<file path="config.mk">
export PLATFORM = sky130hd
export DESIGN_NAME = fp_addsub_seq
export DESIGN_NICKNAME = d
export VERILOG_FILES = /design/src/rtl/fp_addsub_seq.sv
export SDC_FILE = /design/constraint.sdc
export NUM_CORES = 1
export LEC_CHECK = 0
export BUFFER_PORTS_ARGS = -buffer_cell sky130_fd_sc_hd__buf_2
export CORE_MARGIN = 2
export CORE_UTILIZATION = 30
export DETAILED_ROUTE_END_ITERATION = 7
export PLACE_DENSITY_LB_ADDON = 0.12
export SYNTH_ARGS = -nofsm -noshare
export SYNTH_HDL_FRONTEND = slang
export SYNTH_SLANG_ARGS = --single-unit
</file>
<file path="constraint.sdc">
create_clock -name clk -period 4.8 [get_ports clk]
set_input_delay 0.96 -clock clk [delete_from_list [all_inputs] [get_ports clk]]
set_output_delay 0.96 -clock clk [all_outputs]
set_load 0.05 [all_outputs]
</file>
<file path="src/rtl/fp_addsub_seq.sv">
// Sequential floating-point adder/subtractor: operands are captured, aligned one
// bit per cycle, added in one cycle and normalised one bit per cycle.
module fp_addsub_seq #(
  parameter int EXP_W = 8,
  parameter int MAN_W = 23
) (
  input  logic                   clk,
  input  logic                   rst,
  input  logic                   start,
  input  logic                   op,
  input  logic [EXP_W+MAN_W:0]   a,
  input  logic [EXP_W+MAN_W:0]   b,
  output logic                   busy,
  output logic                   done,
  output logic [EXP_W+MAN_W:0]   result,
  output logic                   overflow,
  output logic                   underflow
);

  localparam int FW = 1 + EXP_W + MAN_W;
  localparam int MW = MAN_W + 2;
  localparam int CW = $clog2(MW + 1);
  localparam logic [EXP_W-1:0] EXP_MAX = '1;
  localparam logic [EXP_W-1:0] EXP_ONE = EXP_W'(1);
  localparam logic [EXP_W-1:0] EXP_PRE = EXP_MAX - EXP_ONE;
  localparam logic [CW-1:0]    D_MAX   = CW'(MW);
  localparam logic [CW-1:0]    CNT_ONE = CW'(1);

  typedef enum logic [1:0] {IDLE, ALIGN, ADD, NORM} state_t;

  state_t state, state_next;

  logic             big_sign, small_sign;
  logic [EXP_W-1:0] big_exp;
  logic [MW-1:0]    big_mant, small_mant;
  logic [CW-1:0]    shift_cnt;
  logic             special;
  logic [FW-1:0]    special_res;

  logic             a_sign, b_sign;
  logic [EXP_W-1:0] a_exp, b_exp;
  logic [MAN_W-1:0] a_frac, b_frac;
  logic [MW-1:0]    a_mant, b_mant;
  logic             a_is_big, a_spec, b_spec;
  logic [EXP_W-1:0] exp_diff;
  logic [CW-1:0]    cap_d;
  logic [FW-1:0]    cap_spec_res;

  assign a_sign = a[FW-1];
  assign b_sign = b[FW-1] ^ op;
  assign a_exp  = a[FW-2 -: EXP_W];
  assign b_exp  = b[FW-2 -: EXP_W];
  assign a_frac = a[MAN_W-1:0];
  assign b_frac = b[MAN_W-1:0];

  // Zero exponent means zero here: denormal fractions are dropped entirely
  assign a_mant   = (a_exp == '0) ? '0 : {2'b01, a_frac};
  assign b_mant   = (b_exp == '0) ? '0 : {2'b01, b_frac};
  assign a_is_big = {a_exp, a_frac} >= {b_exp, b_frac};
  assign a_spec   = &a_exp;
  assign b_spec   = &b_exp;
  assign exp_diff = a_is_big ? (a_exp - b_exp) : (b_exp - a_exp);
  assign cap_spec_res = a_spec ? a : {b_sign, b[FW-2:0]};

  always_comb begin
    cap_d = CW'(exp_diff);
    if (int'(exp_diff) > MW)
      cap_d = D_MAX;
    if (a_spec || b_spec)
      cap_d = '0;
  end

  logic          norm_finish, norm_ovf, norm_unf, norm_shr, norm_shl;
  logic [FW-1:0] norm_res;

  // One normalisation decision per cycle; saturation and flush end the operation at once
  always_comb begin
    norm_finish = 1'b0;
    norm_ovf    = 1'b0;
    norm_unf    = 1'b0;
    norm_shr    = 1'b0;
    norm_shl    = 1'b0;
    norm_res    = {big_sign, big_exp, big_mant[MAN_W-1:0]};
    if (special) begin
      norm_finish = 1'b1;
      norm_res    = special_res;
    end else if (big_mant == '0) begin
      norm_finish = 1'b1;
      norm_res    = '0;
    end else if (big_mant[MW-1]) begin
      if (big_exp == EXP_PRE) begin
        norm_finish = 1'b1;
        norm_ovf    = 1'b1;
        norm_res    = {big_sign, EXP_MAX, {MAN_W{1'b0}}};
      end else begin
        norm_shr = 1'b1;
      end
    end else if (!big_mant[MW-2]) begin
      if (big_exp <= EXP_ONE) begin
        norm_finish = 1'b1;
        norm_unf    = 1'b1;
        norm_res    = {big_sign, {(FW-1){1'b0}}};
      end else begin
        norm_shl = 1'b1;
      end
    end else begin
      norm_finish = 1'b1;
    end
  end

  always_ff @(posedge clk) begin
    if (rst)
      state <= IDLE;
    else
      state <= state_next;
  end

  always_comb begin
    state_next = state;
    case (state)
      IDLE:  if (start) state_next = ALIGN;
      ALIGN: if (shift_cnt == '0) state_next = ADD;
      ADD:   state_next = NORM;
      NORM:  if (norm_finish) state_next = IDLE;
      default: state_next = IDLE;
    endcase
  end

  always_comb begin
    busy = (state != IDLE);
  end

  // Datapath registers; the operand with the larger magnitude always sits in big_*
  always_ff @(posedge clk) begin
    if (rst) begin
      done        <= 1'b0;
      result      <= '0;
      overflow    <= 1'b0;
      underflow   <= 1'b0;
      big_sign    <= 1'b0;
      small_sign  <= 1'b0;
      big_exp     <= '0;
      big_mant    <= '0;
      small_mant  <= '0;
      shift_cnt   <= '0;
      special     <= 1'b0;
      special_res <= '0;
    end else begin
      done <= 1'b0;
      case (state)
        IDLE: begin
          if (start) begin
            overflow    <= 1'b0;
            underflow   <= 1'b0;
            big_sign    <= a_is_big ? a_sign : b_sign;
            small_sign  <= a_is_big ? b_sign : a_sign;
            big_exp     <= a_is_big ? a_exp  : b_exp;
            big_mant    <= a_is_big ? a_mant : b_mant;
            small_mant  <= a_is_big ? b_mant : a_mant;
            shift_cnt   <= cap_d;
            special     <= a_spec | b_spec;
            special_res <= cap_spec_res;
          end
        end
        ALIGN: begin
          if (shift_cnt != '0) begin
            small_mant <= small_mant >> 1;
            shift_cnt  <= shift_cnt - CNT_ONE;
          end
        end
        ADD: begin
          if (big_sign == small_sign)
            big_mant <= big_mant + small_mant;
          else
            big_mant <= big_mant - small_mant;
        end
        NORM: begin
          if (norm_finish) begin
            result    <= norm_res;
            overflow  <= norm_ovf;
            underflow <= norm_unf;
            done      <= 1'b1;
          end else if (norm_shr) begin
            big_mant <= big_mant >> 1;
            big_exp  <= big_exp + EXP_ONE;
          end else if (norm_shl) begin
            big_mant <= big_mant << 1;
            big_exp  <= big_exp - EXP_ONE;
          end
        end
        default: ;
      endcase
    end
  end

endmodule

</file>
# --- Yosys cells after proc, flatten, opt, wreduce, memory -nomap -nowiden ---
# Cells that the tools add are included.
word_totals:
  output_inout_bits: 36
  ff_bits: 135
  input_bits: 68
classes:
  muxes: 66
  magnitude_cmp: 3
  n_eq_ne: 11
  n_reduce_logical: 21
  add_sub_neg: 7
  bitwise_logic: 3
ops:
  columns: ["op", "n"]
  rows:
  - ["2-to-1 mux 25 bit", 7]
  - ["2-to-1 mux 31 bit", 4]
  - ["2-to-1 mux 24 bit", 4]
  - ["2-to-1 mux 32 bit", 3]
  - ["case mux 25 bit (3 select lines)", 1]
  - ["case mux 25 bit (2 select lines)", 1]
  - ["2-to-1 mux 8 bit", 6]
  - [">= comparator 31 bit", 1]
  - ["2-to-1 mux 1 bit", 28]
  - ["adder 25 bit", 1]
  - ["logical NOT 25 bit", 1]
  - ["subtractor 25 bit", 1]
  - ["2-to-1 mux 5 bit", 4]
  - ["logical NOT 8 bit", 2]
  - ["case mux 8 bit (2 select lines)", 1]
  - ["AND reduction 8 bit", 2]
  - ["subtractor 8 bit", 2]
  - ["!= test 2 bit (second input constant)", 5]
  - ["case mux 5 bit (2 select lines)", 1]
  - ["AND reduction 3 bit", 3]
  - ["adder 8 x 1 -> 8 bit (second input constant)", 1]
  - ["equality test 8 bit (second input constant)", 1]
  - ["> comparator 8 x 5 -> 1 bit (second input constant)", 1]
  - ["<= comparator 8 x 1 -> 1 bit (second input constant)", 1]
  - ["21 further kinds", 29]

# --- Longest topological paths before layout ---
logic_depth:
  depth_word: 10
  ltp_mapped: 17
  ltp_nobuf: 17

# --- Worst setup path after synthesis ---
# Ideal clock, no wire load.
synth_path:
  path_type: "register -> register"
  startpoint: "reg small_mant[2]"
  endpoint: "reg big_mant[20]"
  n_path_buf: 0
  slack_ns: 1.093
  stages_incl_launch_ff: 15
  t_required_ns: 4.662
  t_arrival_ns: 3.569
  path_cell_list: "dfxtp_1 -> or3_1 -> or3_1 -> o41ai_1 -> xnor2_1 -> ha_1 -> a21oi_1 -> nor4b_1 -> nor2b_1 -> a31oi_1 -> a31oi_1 -> nor2_1 -> xor2_1 -> a221oi_1 -> a211oi_1"
synth_via:
  elab_chain_cells: 3
  word_cells_on_any_way: 4
  cone_classes: "add/sub (2); mux (2)"
synth_rtl:
  columns: ["element", "line", "source"]
  rows:
  - ["start: declaration", "35", "logic [MW-1:0] big_mant, small_mant;"]
  - ["start signal: assignment", "159", "small_mant <= a_is_big ? b_mant : a_mant;"]
  - ["start signal: assignment", "167", "small_mant <= small_mant >> 1;"]
  - ["subtractor 25 bit or adder 25 bit (tied branches)", "175, 173", null]
  - ["2-to-1 mux 25 bit (*)", "172", "if (big_sign == small_sign)"]
  - ["case mux 25 bit (3 select lines) (*)", "150", "case (state)"]
  - ["end signal: assignment", "158", "big_mant <= a_is_big ? a_mant : b_mant;"]
  - ["end signal: assignment", "173", "big_mant <= big_mant + small_mant;"]
  - ["end signal: assignment", "175", "big_mant <= big_mant - small_mant;"]
  - ["end: declaration", "35", null]
# Mark *: on every way between the ends. The rest lies on a longest branch, timed or not.
# A chain may end at the register's enable or synchronous reset.

# --- Worst setup path after layout ---
# Ends and elaborated chain as after synthesis.

==> metrics.yaml <==
timing:
  finalHoldViolCount: 0
  fin_tns_setup_ns: 0
  slew_headroom_pct: 9.968
  finalCritPeriodShare_pct: 88.74
  period_minus_slack_ns: 4.260
  hold_ws_ns: 0.4592
  rsz0062_at_grt: "false"
  worst_clock_skew_ns: 0.01534
  fmax_mhz: 234.8
  setup_viol: 0
  slew_viol_final: 0
  max_slew.worst_pin.slew_ns: 1.343
clock_network:
  cts_tree: "done"
  clockBufferDepth: 2
  cts_made_buffers: 17
  post-cts-setup-buffer-count: 0
  cts_resized: 0
  path_clk_slew_ns: 0.06
  clock-root-buffer: "clkbuf_16"
  clock_sinks: 134
  worst_skew_pair.late_latency_ns: 0.44
  cts_htree_levels: 4
  cts_hold_buf: 0
logic_synthesis:
  syn_nets: 1556
  synth_area_um2: 10640
  synthDistinctLibCells: 67
  synth-async-reset-ratio_pct: 0
  synth-seq-cells: 134
  synth_seq_area_share_pct: 25.21
  synth_edf_count: 0
  ys.flop_type: "dfxtp_1"
  synthCells: 1410
  post_synth.cell_area_avg_um2: 7.546
  yosysWarnings: 0
critical_path:
  reg2reg_to: "big_mant[20]$_SDFFE_PP0P_"
  worst-r2r-setup-slack_ns: 0.54
  timing.rr.start: "small_mant[2]$_SDFFE_PP0P_"
  cp.arrival_ns: 4.54
  cp_max_fo: 6
  critPathKind: "reg -> reg"
  cp.required_ns: 5.08
  reg2reg_depth: 14
  critPathCaptureType: "register"
  start_kind: "register"
power_and_ir_drop:
  power_switching_share_pct: 50.46
  switching_power_mw: 4.218
  power.share.sequential_pct: 24.1
  p_int_mw: 4.141
  p_per_area_nw_per_um2: 690.1
  p_clk_share_pct: 16.3
  ir_drop_mv: 0.3100
  leakage_nw: 5.111
  power_frac_comb_pct: 59.6
min_path:
  min_from: "special_res[31]$_SDFFE_PP0P_"
  min_path_cells: 2
  hold-path-endpoint: "special_res[31]$_SDFFE_PP0P_"
  hold_path_class: "reg -> reg"
floorplanning:
  initial_core_util_pct: 30.65
  core-area_um2: 34710
  die-area_um2: 36990
  fp-row-count: 68
  die_h_um: 192.3
  io_pins: 104
  die_x_um: 192.3
route:
  routedWlPerCell_um: 20.54
  routed_wirelength_um: 39350
  drt_first_pass_iters: 5
  via_per_inst: 5.536
  drc: 0
  drtAntennaViolNets: 0
  vias: 10610
  drt-initial-drc-count: 971
grt:
  grt_max_degree: 78
  grt_use_total_pct: 21.46
  grt_pass1_wl_um: 60540
  antenna_found_initial: 0
  grt_pass1_vias: 9769
  globalRouteOverflowTotal: 0
final_layout:
  final_cell_mix: "nor2_1 (141), dfxtp_1 (134), nand2_1 (132)"
  num-nets-final: 1594
  area_growth_pct: 13.83
  antenna_cells: 0
  drive_gt1_share_pct: 13.69
  final_common_cell: "nor2_1"
  final.fill_count: 3737
flow_run:
  maxCapViolCount: 0
place:
  gp_congestion: 0.8655
  port_buffers: 103
  dp_hpwl_um: 29140
run_status:
  status: "complete, no violations"
[through the flow]
stage	utilization, %	cell area [µm²]	std cells	total power, mW	worst slack [ns]
floorplan	-	10640	1410	5.510	1.093
CTS	34.89	12110	1916	8.321	0.5330
detailed placement	33.19	11520	1884	6.929	0.2259
global route	34.89	12110	1916	9.011	0.1277
finish	34.89	12110	1916	8.358	0.5403
global placement	33.19	11520	1884	6.925	0.2115
[routing by layer]
metal	wire [µm]	GRT usage, %	vias up
met3	2377	3.328	19
li1	-	-	5260
met4	386	4.521	0
met5	0	0	-
met1	21020	34.31	5017
met2	15570	29.43	311
[Yosys cell counts (43+ instances only)]
cell,n,area (µm²)
nand2_1,132,495.5
o211ai_1,51,382.9
nor3_1,47,235.2
a21oi_1,93,465.5
nor2_1,143,536.8
clkbuf_1,80,300.3
inv_1,68,255.2
mux2i_1,43,430.4
o21ai_0,54,270.3
a211oi_1,66,495.5
nand3_1,51,255.2
ha_1,75,938.4
dfxtp_1,134,2683
[how the worst max path moves through the flow]
stage | start | to | slack (ns) | cells after the start
3_5_place_dp | b[14] | shift_cnt[4]$_SDFFE_PP0P_ | 0.23 | 13
2_1_floorplan | small_mant[2]$_SDFFE_PP0P_ | big_mant[20]$_SDFFE_PP0P_ | 1.09 | 14
3_3_place_gp | b[14] | shift_cnt[4]$_SDFFE_PP0P_ | 0.21 | 13
6_report | small_mant[2]$_SDFFE_PP0P_ | big_mant[20]$_SDFFE_PP0P_ | 0.54 | 14
5_1_grt | small_mant[2]$_SDFFE_PP0P_ | big_mant[20]$_SDFFE_PP0P_ | 0.13 | 14
4_1_cts | small_mant[2]$_SDFFE_PP0P_ | big_mant[20]$_SDFFE_PP0P_ | 0.53 | 14
[cell type report]
type                       instances  area (µm²)  share of cell area (%)
clock inverter                    13       147.6                   1.219
timing repair buffer             127       710.7                   5.868
tap                              455       569.3                   4.700
inverter                          69       259.0                   2.138
sequential                       134        2683                   22.15
clock buffer                      19       442.9                   3.657
multi-input combinational       1099        7300                   60.27
[logic make-up (layout without fill, tap and decap cells)]
logic type | after synthesis | count (layout) | share of synthesized area [%]
xor gates and xnor gates | 48 | 48 | 3.951
adders and majority gates | 78 | 78 | 9.384
and+or+nand+nor | 482 | 482 | 21.25
DFF | 134 | 134 | 25.21
muxes | 65 | 65 | 6.373
AOI/OAI and AO/OA | 426 | 426 | 27.28
buffers and inverters | 177 | 228 | 6.550
[worst max-delay path, cell delays in order, from the launching register on]
cell and delay [ns]:
dfxtp_1 0.36, or3_1 0.41, or3_1 0.38, o41ai_1 0.39, xnor2_1 0.21, ha_1 0.33, a21oi_1 0.23, nor4b_1 0.43
nor2b_1 0.23, a31oi_1 0.20, a31oi_1 0.33, nor2_1 0.09, xor2_1 0.15, a221oi_1 0.26, a211oi_1 0.11
[power by group through the flow]
| stage | Combinational (mW) | Sequential, mW | Clock, mW |
|---|---|---|---|
| floorplan | 3.59 | 1.92 | 0 |
| global placement | 4.90 | 2.03 | 0 |
| detailed placement | 4.90 | 2.02 | 0 |
| CTS | 4.93 | 2.00 | 1.39 |
| global route | 5.50 | 2.08 | 1.44 |
| finish | 4.98 | 2.01 | 1.37 |
[sequential cells by signal (all words and copies together), names as in the netlist]
register and flops:
small_mant 24, big_mant 25, result 32, special_res 32
shift_cnt 5, state 2, big_exp 8, overflow 1
done 1, small_sign 1, underflow 1, special 1
big_sign 1
Note: power is estimated with default switching activity, not from simulation.
